## src/rtl/datapath_mc.sv

```systemverilog
// rtl/datapath_mc.sv - multi-cycle RV32I/RV32E datapath with LSU, bus timeout and sticky trap
module datapath_mc #(
    parameter int          NREGS       = 32,
    parameter logic [31:0] RESET_PC    = 32'h0000_0000,
    parameter int          BUS_TIMEOUT = 16
) (
    input  logic        clk,
    input  logic        reset,
    input  logic        rfwrite,
    input  logic        use_imm,
    input  logic        mem_rd,
    input  logic        mem_wr,
    input  logic [1:0]  sel_pc,
    input  logic [1:0]  wb_sel,
    input  logic [2:0]  op_extend,
    input  logic [2:0]  br_type,
    input  logic [3:0]  alu_op,
    output logic [2:0]  func3,
    output logic [6:0]  func7,
    output logic [6:0]  opcode,
    output logic        imem_req,
    output logic [31:0] imem_addr,
    input  logic        imem_ack,
    input  logic [31:0] imem_rdata,
    output logic        dmem_req,
    output logic        dmem_we,
    output logic [3:0]  dmem_mask,
    output logic [31:0] dmem_addr,
    output logic [31:0] dmem_wdata,
    input  logic        dmem_ack,
    input  logic [31:0] dmem_rdata,
    output logic [31:0] pc,
    output logic        retire,
    output logic        trap,
    output logic [1:0]  trap_cause
);

    localparam int RW = $clog2(NREGS);

    typedef enum logic [2:0] {
        S_RST, S_FETCH, S_EXEC, S_MEM, S_WB, S_TRAP
    } state_t;

    state_t      state;
    logic [31:0] ir;
    logic [31:0] rf [NREGS];
    logic [31:0] alu_q, wdata_q, ld_q;
    logic [3:0]  mask_q;
    logic        we_q, taken_q, rfwrite_q;
    logic [1:0]  wb_sel_q;
    logic [7:0]  tcnt;

    logic [4:0]  rs1a, rs2a, rda;
    logic [31:0] rs1v, rs2v, imm, op1, op2, alu_y, pc_plus4, ld_val, ld_sh, wb_data;
    logic [3:0]  mask_d;
    logic [31:0] wdata_d;
    logic        taken, misaligned, bad_reg, tmo;

    function automatic logic [31:0] rdreg(input logic [4:0] a);
        if (a == 5'd0 || int'(a) >= NREGS) return 32'd0;
        return rf[a[RW-1:0]];
    endfunction

    assign rs1a   = ir[19:15];
    assign rs2a   = ir[24:20];
    assign rda    = ir[11:7];
    assign func3  = ir[14:12];
    assign func7  = ir[31:25];
    assign opcode = ir[6:0];

    // Handshake strobes depend on the state register only, so reset drops them at once.
    assign imem_req   = (state == S_FETCH);
    assign imem_addr  = pc;
    assign dmem_req   = (state == S_MEM);
    assign dmem_we    = (state == S_MEM) && we_q;
    assign dmem_mask  = (state == S_MEM) ? mask_q : 4'b0000;
    assign dmem_addr  = alu_q;
    assign dmem_wdata = wdata_q;
    assign retire     = (state == S_WB);
    assign trap       = (state == S_TRAP);
    assign pc_plus4   = pc + 32'd4;
    assign tmo        = (tcnt == 8'(BUS_TIMEOUT - 1));

    always_comb begin
        rs1v = rdreg(rs1a);
        rs2v = rdreg(rs2a);

        case (op_extend)
            3'b000:  imm = {{20{ir[31]}}, ir[31:20]};
            3'b001:  imm = {{20{ir[31]}}, ir[31:25], ir[11:7]};
            3'b010:  imm = {ir[31:12], 12'b0};
            3'b011:  imm = {{19{ir[31]}}, ir[31], ir[7], ir[30:25], ir[11:8], 1'b0};
            3'b100:  imm = {{11{ir[31]}}, ir[31], ir[19:12], ir[20], ir[30:21], 1'b0};
            default: imm = 32'd0;
        endcase

        case (sel_pc)
            2'b00:   op1 = rs1v;
            2'b01:   op1 = pc;
            default: op1 = 32'd0;
        endcase
        op2 = use_imm ? imm : rs2v;

        case (alu_op)
            4'd0:    alu_y = op1 + op2;
            4'd1:    alu_y = op1 - op2;
            4'd2:    alu_y = op1 << op2[4:0];
            4'd3:    alu_y = {31'd0, $signed(op1) < $signed(op2)};
            4'd4:    alu_y = {31'd0, op1 < op2};
            4'd5:    alu_y = op1 ^ op2;
            4'd6:    alu_y = op1 >> op2[4:0];
            4'd7:    alu_y = $signed(op1) >>> op2[4:0];
            4'd8:    alu_y = op1 | op2;
            4'd9:    alu_y = op1 & op2;
            4'd10:   alu_y = op2;
            default: alu_y = 32'd0;
        endcase

        case (br_type)
            3'd1:    taken = (rs1v == rs2v);
            3'd2:    taken = (rs1v != rs2v);
            3'd3:    taken = ($signed(rs1v) < $signed(rs2v));
            3'd4:    taken = ($signed(rs1v) >= $signed(rs2v));
            3'd5:    taken = (rs1v < rs2v);
            3'd6:    taken = (rs1v >= rs2v);
            3'd7:    taken = 1'b1;
            default: taken = 1'b0;
        endcase

        // Only fields the current control word actually uses are range-checked.
        bad_reg = ((sel_pc == 2'b00) && int'(rs1a) >= NREGS)
               || ((!use_imm || mem_wr || (br_type != 3'd0 && br_type != 3'd7)) && int'(rs2a) >= NREGS)
               || (rfwrite && int'(rda) >= NREGS);

        misaligned = (mem_rd || mem_wr)
                  && ((func3[1:0] == 2'b10 && alu_y[1:0] != 2'b00)
                   || (func3[1:0] == 2'b01 && alu_y[0]));

        case (func3[1:0])
            2'b00: begin
                mask_d  = 4'b0001 << alu_y[1:0];
                wdata_d = {4{rs2v[7:0]}};
            end
            2'b01: begin
                mask_d  = 4'b0011 << {alu_y[1], 1'b0};
                wdata_d = {2{rs2v[15:0]}};
            end
            default: begin
                mask_d  = 4'b1111;
                wdata_d = rs2v;
            end
        endcase

        ld_sh = dmem_rdata >> {alu_q[1:0], 3'b000};
        case (func3)
            3'b000:  ld_val = {{24{ld_sh[7]}}, ld_sh[7:0]};
            3'b001:  ld_val = {{16{ld_sh[15]}}, ld_sh[15:0]};
            3'b100:  ld_val = {24'd0, ld_sh[7:0]};
            3'b101:  ld_val = {16'd0, ld_sh[15:0]};
            default: ld_val = dmem_rdata;
        endcase

        case (wb_sel_q)
            2'b01:   wb_data = ld_q;
            2'b10:   wb_data = pc_plus4;
            default: wb_data = alu_q;
        endcase
    end

    always_ff @(posedge clk or posedge reset) begin
        if (reset) begin
            state      <= S_RST;
            pc         <= RESET_PC;
            ir         <= 32'd0;
            alu_q      <= 32'd0;
            wdata_q    <= 32'd0;
            ld_q       <= 32'd0;
            mask_q     <= 4'd0;
            we_q       <= 1'b0;
            taken_q    <= 1'b0;
            rfwrite_q  <= 1'b0;
            wb_sel_q   <= 2'b00;
            tcnt       <= 8'd0;
            trap_cause <= 2'b00;
            for (int i = 0; i < NREGS; i++) rf[i] <= 32'd0;
        end else begin
            case (state)
                S_RST: begin
                    tcnt  <= 8'd0;
                    state <= S_FETCH;
                end
                S_FETCH: begin
                    if (imem_ack) begin
                        ir    <= imem_rdata;
                        tcnt  <= 8'd0;
                        state <= S_EXEC;
                    end else if (tmo) begin
                        trap_cause <= 2'b10;
                        state      <= S_TRAP;
                    end else begin
                        tcnt <= tcnt + 8'd1;
                    end
                end
                S_EXEC: begin
                    tcnt <= 8'd0;
                    if (bad_reg) begin
                        trap_cause <= 2'b11;
                        state      <= S_TRAP;
                    end else if (misaligned) begin
                        trap_cause <= 2'b01;
                        state      <= S_TRAP;
                    end else begin
                        alu_q     <= alu_y;
                        wdata_q   <= wdata_d;
                        mask_q    <= mask_d;
                        we_q      <= mem_wr;
                        taken_q   <= taken;
                        rfwrite_q <= rfwrite;
                        wb_sel_q  <= wb_sel;
                        state     <= (mem_rd || mem_wr) ? S_MEM : S_WB;
                    end
                end
                S_MEM: begin
                    if (dmem_ack) begin
                        ld_q  <= ld_val;
                        tcnt  <= 8'd0;
                        state <= S_WB;
                    end else if (tmo) begin
                        trap_cause <= 2'b10;
                        state      <= S_TRAP;
                    end else begin
                        tcnt <= tcnt + 8'd1;
                    end
                end
                S_WB: begin
                    if (rfwrite_q && rda != 5'd0) rf[rda[RW-1:0]] <= wb_data;
                    pc    <= taken_q ? {alu_q[31:1], 1'b0} : pc_plus4;
                    tcnt  <= 8'd0;
                    state <= S_FETCH;
                end
                default: state <= S_TRAP;
            endcase
        end
    end

endmodule

```

## config.mk

```make
export PLATFORM = sky130hd
export DESIGN_NAME = datapath_mc
export DESIGN_NICKNAME = d
export VERILOG_FILES = /design/src/rtl/datapath_mc.sv
export SDC_FILE = /design/constraint.sdc
export NUM_CORES = 2
export LEC_CHECK = 0
export CORE_UTILIZATION = 30
export DETAILED_ROUTE_END_ITERATION = 12
export GPL_TIMING_DRIVEN = 0
export PLACE_DENSITY = 0.54
export SLEW_MARGIN = 20
export SYNTH_ARGS = -nofsm -noshare
export SYNTH_HDL_FRONTEND = slang
export SYNTH_SLANG_ARGS = --single-unit
export TNS_END_PERCENT = 50
```

## constraint.sdc

```tcl
create_clock -name clk -period 53.9 [get_ports clk]
set_clock_uncertainty 0.2 [all_clocks]
set_input_delay 16.17 -clock clk [delete_from_list [all_inputs] [get_ports clk]]
set_output_delay 16.17 -clock clk [all_outputs]
set_load 0.03 [all_outputs]
```

## Word-level counts from Yosys, hierarchy flattened

Index checks and enable logic that the tools add are counted.

- Add/subtract/negate cells: 4
- Order comparisons: 10
- Equality and inequality tests: 40
- Shift-type cells: 6
- Mux-type cells: 41
- Bitwise logic cells: 7
- Reduce and logical (&&, ||, !) cells: 27

Operator list:

| cell | number |
|---|---|
| $bwmux 1024 | 1 |
| $mux 32 | 11 |
| $pmux 32 s11 | 1 |
| $bmux 32 s5 | 2 |
| $pmux 32 s2 | 3 |
| $demux 32 s5 | 1 |
| $pmux 32 s5 | 1 |
| $lt 32x32->1 | 4 |
| $pmux 32 s4 | 1 |
| $ge 32x32->1 | 2 |
| $add 32x3->32 const B | 1 |
| $add 32x32->32 | 1 |
| $and 32x32->32 | 1 |
| $eq 32x32->1 | 1 |
| $ne 32x32->1 | 1 |
| $or 32x32->32 | 1 |
| $shl 32x5->32 | 1 |
| $shr 32x5->16 | 1 |
| $shr 32x5->32 | 1 |
| $sshr 32x5->32 | 1 |
| $sub 32x32->32 | 1 |
| $xor 32x32->32 | 1 |
| $eq 3x3->1 const B | 9 |
| $mux 8 | 3 |
| other kinds (39) | 84 |

- Bits in registers: 1206
- Input bits: 86
- Output and inout bits: 156
- Word-level logic and storage cells: 180

## Longest topological paths before layout

- Depth after elaboration: 14
- Gate-level depth with buffers: 30

## Worst setup path after synthesis

No wires, ideal clock.

- Path kind: in2reg
- From: in use_imm
- To: reg alu_q[0], in the netlist dmem_addr[0]
- Arrival: 21.219 ns
- Data required time: 53.575 ns
- Setup slack: 32.356 ns
- Cell stages on the path: 25
- Cell sequence: clkbuf_1 > inv_1 > or4_1 > o31ai_2 > buf_6 > buf_4 > buf_2 > buf_2 > ha_1 > inv_1 > fa_1 > nor2b_1 > o21a_1 > o21ai_0 > a211o_1 > o21ai_0 > a211oi_1 > o211ai_1 > nand2_1 > o211ai_1 > a32o_1 > o21a_4 > o21ai_4 > buf_6 > mux2_4

- Longest elaborated chain between the ends: 9
- Elaborated cells on any way between the ends: 19

Ends and longest elaborated chain:

| what | line | RTL |
|---|---|---|
| start: declaration | 10 | `input logic use_imm,` |
| $mux 32 (*) | 102 | `op2 = use_imm ? imm : rs2v;` |
| $sub 32x32->32, or another cell as far along | 106 | `4'd1: alu_y = op1 - op2;` |
| $pmux 32 s11 (*) | 104 | `case (alu_op)` |
| $reduce_bool 2->1 | 136 | `&& ((func3[1:0] == 2'b10 && alu_y[1:0] != 2'b00)` |
| $logic_and 1x1->1 | 136 |  |
| $logic_or 1x1->1 | 137 | `\|\| (func3[1:0] == 2'b01 && alu_y[0]));` |
| $logic_and 1x1->1 | 136 |  |
| $not 1->1 (no line) | n/a |  |
| $reduce_and 2->1 (no line) | n/a |  |
| end signal: assignment | 213 | `alu_q <= alu_y;` |
| end: declaration | 47 | `logic [31:0] alu_q, wdata_q, ld_q;` |

Mark *: on every way between the ends. The rest lies on a longest branch, timed or not.
A chain may end at the register's enable or synchronous reset.

## Final worst setup path

- From: in op_extend[0]
- To: reg alu_q[29], in the netlist dmem_addr[29]

- Longest elaborated chain between the ends: 11
- Elaborated cells on any way between the ends: 25

Ends and longest elaborated chain:

| what | line | RTL |
|---|---|---|
| start: declaration | 15 | `input logic [2:0] op_extend,` |
| $eq 3x3->1, or another cell as far along | 88 | `case (op_extend)` |
| $pmux 32 s5 (*) | 88 |  |
| $mux 32 (*) | 102 |  |
| $sub 32x32->32, or another cell as far along | 106 |  |
| $pmux 32 s11 (*) | 104 |  |
| $reduce_bool 2->1 | 136 |  |
| $logic_and 1x1->1 | 136 |  |
| $logic_or 1x1->1 | 137 |  |
| $logic_and 1x1->1 | 136 |  |
| $not 1->1 (no line) | n/a |  |
| $reduce_and 2->1 (no line) | n/a |  |

Marked as above.

==> impl_results.md <==
* Status: complete, no violations
* Unrepaired setup endpoints after global routing: no
* Area grow syn2layout at 17.9%
* Worst min path class: reg2reg
* Synth Instances at approximately 7600
* Maxcap violations at 0
* Yosys cell types at 94
* Synth warn at 0
* Grt ovf at 0
* Fmax at about 41 MHz
* Gpl congestion at roughly 1.1
* CP max FO at 11
* Leakage at 37.0 nW
* Metal2 WL at 178 mm
* DRC viols at 0
* Routed vias/inst at 6.41
* First-pass GRT wire length at approximately 590 mm
* Core area at approximately 240000 um^2
* Pwr Density at 67.6 nW/um^2
* DIE HEIGHT at 497 um
* Largest area contributor in the netlist: dfrtp_1
* Worst hold path startpoint: rf[1022]$_DFFE_PP0P_
* Crit path required time at approximately 54000 ps
* Setup Buffers After CTS at 0
* Final wirelength at 443 mm
* Clock slew at reported path FFs at approximately 60 ps
* Worst hold slack at 280 ps
* Synth area leaders: dfrtp_1, mux4_2, mux2i_1, o21ai_0, nand2_1
* Cts hold-fix bufs at 0
* Critical Path End Type: flop
* I/O Pins at 242
* Net count, final at 8264
* Slew HR at between 4 and 5%
* Reg2reg end: dmem_wdata[30]$_DFFE_PP0P_
* CTS root buffer: clkbuf_16
* Final Instance Area at 86700 um^2
* Yosys reg bits at 1205
* Fin util at 35.6%
* Post_cts resized at 0
* Synthesized area at 73500 um^2
* Post-synth top area share at 41.0%
* RR Startpoint: ir[20]$_DFFE_PP0P_
* Setup CP Type: in2reg
* Vias in the first global route at roughly 68000
* Total CTS buffers at 144
* Sink Count at 1205
* Final period utilization at 45.3%
* Critical path arrival at between 20000 and 25000 ps
* DR vias at 72900
* Hold Crit Depth at 1
* Highest metal used: met5
* Fin. max-slew vios at 0
* Setup_tns at 0 ps
* Drt pass-1 iters at 7
* Syn avg cell area at 9.71 um^2
* Total power at 0.00586 W
* Die Wd at 497 um
* Port Buffers at 236
* GRT Total Usage at 34.7%
* Htree depth at 4
* Clk buf depth at 3
* Dpl cell area at around 82000 um^2
* Met3 routed WL at 62.5 mm
* Minimum clock period at 24420 ps
* WL per Instance at 38.9 um
* Setup slack, reg-to-reg at 43250 ps
* Share of post-route cells with drive strength above 1 at 14.0%
* ANT nets after route at 0
* Final hold vios at 0
* Die area at approximately 250000 um^2
* Initial Util at approximately 30%
* 1st-iter DRT viols at 11800
* Number of setup violations in the final report at 0
* Top cells by count, synth: nand2_1, o21ai_0, dfrtp_1
* FFs w/ async S/R, synth at 100%
* Slew at the pin with the worst max-slew slack at ~1400 ps
* Met1 wire length at 162 mm
* Sequential share of the synthesized area at 41.0%
* CTS tree: yes
* Startpoint Class: input port
* Largest net degree at the start of global routing at 106
* Hold path endpoint: rf[1022]$_DFFE_PP0P_
* Most frequent cell after synthesis: nand2_1
* Prevailing post-synth register cell: dfrtp_1
* Worst vdd ir at 0.0459 mV
* Initial antenna violation count at 37
* Number of flops mapped to enable cells by yosys at 0
* FF-to-FF path depth at 26
* Site row count at 181
* Clock latency on the worst-skew pair at 860 ps
* Detail Placement HPWL at 324 mm
-- where the power goes --
group / internal [W] / leakage (nW) / total (W) / switching [W]
Sequential: 0.00102 / 16.6 / 0.00119 / 0.000170
Clock: 0.000592 / 2.40 / 0.00104 / 0.000445
Combinational: 0.00103 / 18.0 / 0.00363 / 0.00259
Total: 0.00265 / 37.0 / 0.00586 / 0.00321
-- state kept, by name (all words and copies together), names as in the netlist, 2 cells and up --
name / flops
dmem_addr: 32
dmem_wdata: 32
imem_addr: 31
ir: 32
ld_q: 32
mask_q: 4
rf: 1024
state: 3
tcnt: 8
trap_cause: 2
wb_sel_q: 2
-- worst max-delay path by stage --
stage / from / endpoint / slack [ps]
5_1_grt: op_extend[0] / dmem_addr[29]$_DFFE_PP0P_ / 29400
6_report: op_extend[0] / dmem_addr[29]$_DFFE_PP0P_ / 29480
4_1_cts: op_extend[0] / dmem_addr[29]$_DFFE_PP0P_ / 29690
3_5_place_dp: op_extend[0] / dmem_addr[29]$_DFFE_PP0P_ / 28890
3_3_place_gp: reset / rf[726]$_DFFE_PP0P_ / -11860
2_1_floorplan: reset / dmem_addr[0]$_DFFE_PP0P_ / 3580
-- kinds of logic (layout without fill, tap and decap cells) --
group                    Yosys count  after routing  share of synthesized area (%)
AO/OA/AOI/OAI                   2262           2262                           18.2
XOR/XNOR                          45             45                          0.536
adder cells (fa/ha/maj)          135            135                           2.32
buffers and inverters            907           1488                           5.60
flip-flops                      1205           1205                           41.0
multiplexers                    1131           1131                           21.6
other                              1             29                        0.00510
AND/OR/NAND/NOR                 1886           1886                           10.8
-- critical path, stage by stage --
cell and delay [ps]:
clkdlybuf4s50_1 660, clkbuf_1 370, o21ai_0 190, nand2_1 90, and4_1 310, buf_2 260
clkbuf_1 740, clkbuf_1 720, clkbuf_1 750, ha_1 450, a2111oi_0 690, nor3_1 210
a211oi_1 910, o21a_1 370, o21bai_1 190, o221a_2 320, a221oi_1 400, o221ai_1 200
a21oi_1 360, o21ai_0 220, mux2_2 310
-- layout make-up --
class                      instances  area, um^2
antenna                           27        67.6
clock inverter                    42         606
multi-input combinational       5461       39500
inverter                         131         499
tap                             3202        4010
timing repair buffer             324        3850
clock buffer                     215        4280
buffer                           776        3720
sequential                      1205       30200
fill                           24500      157000
-- layout by cell type, fill, tap and decap left out, types with 126 or more instances in the layout --
| cell | count |
|---|---|
| nand2_1 | 1327 |
| nor2_1 | 211 |
| dfrtp_1 | 1205 |
| buf_4 | 126 |
| a22oi_1 | 276 |
| mux2i_1 | 673 |
| clkbuf_1 | 503 |
| a21oi_1 | 331 |
| ha_1 | 133 |
| mux4_2 | 332 |
| clkdlybuf4s50_1 | 236 |
| o21ai_0 | 1215 |
| clkbuf_16 | 146 |
-- metal layers --
metal  GRT usage (%)  up-vias
met2            48.3     6225
met1            42.5    36700
met5               0        -
met4            26.7       26
li1                -    28400
met3            14.1     1638
-- metrics by stage --
stage	worst slack, ps	cells
2_1_floorplan	3580	7573
3_3_place_gp	-11860	11000
3_5_place_dp	28890	11100
4_1_cts	29690	11400
5_1_grt	29400	11400
6_report	29480	11400
Note: power is estimated with default switching activity, not from simulation.
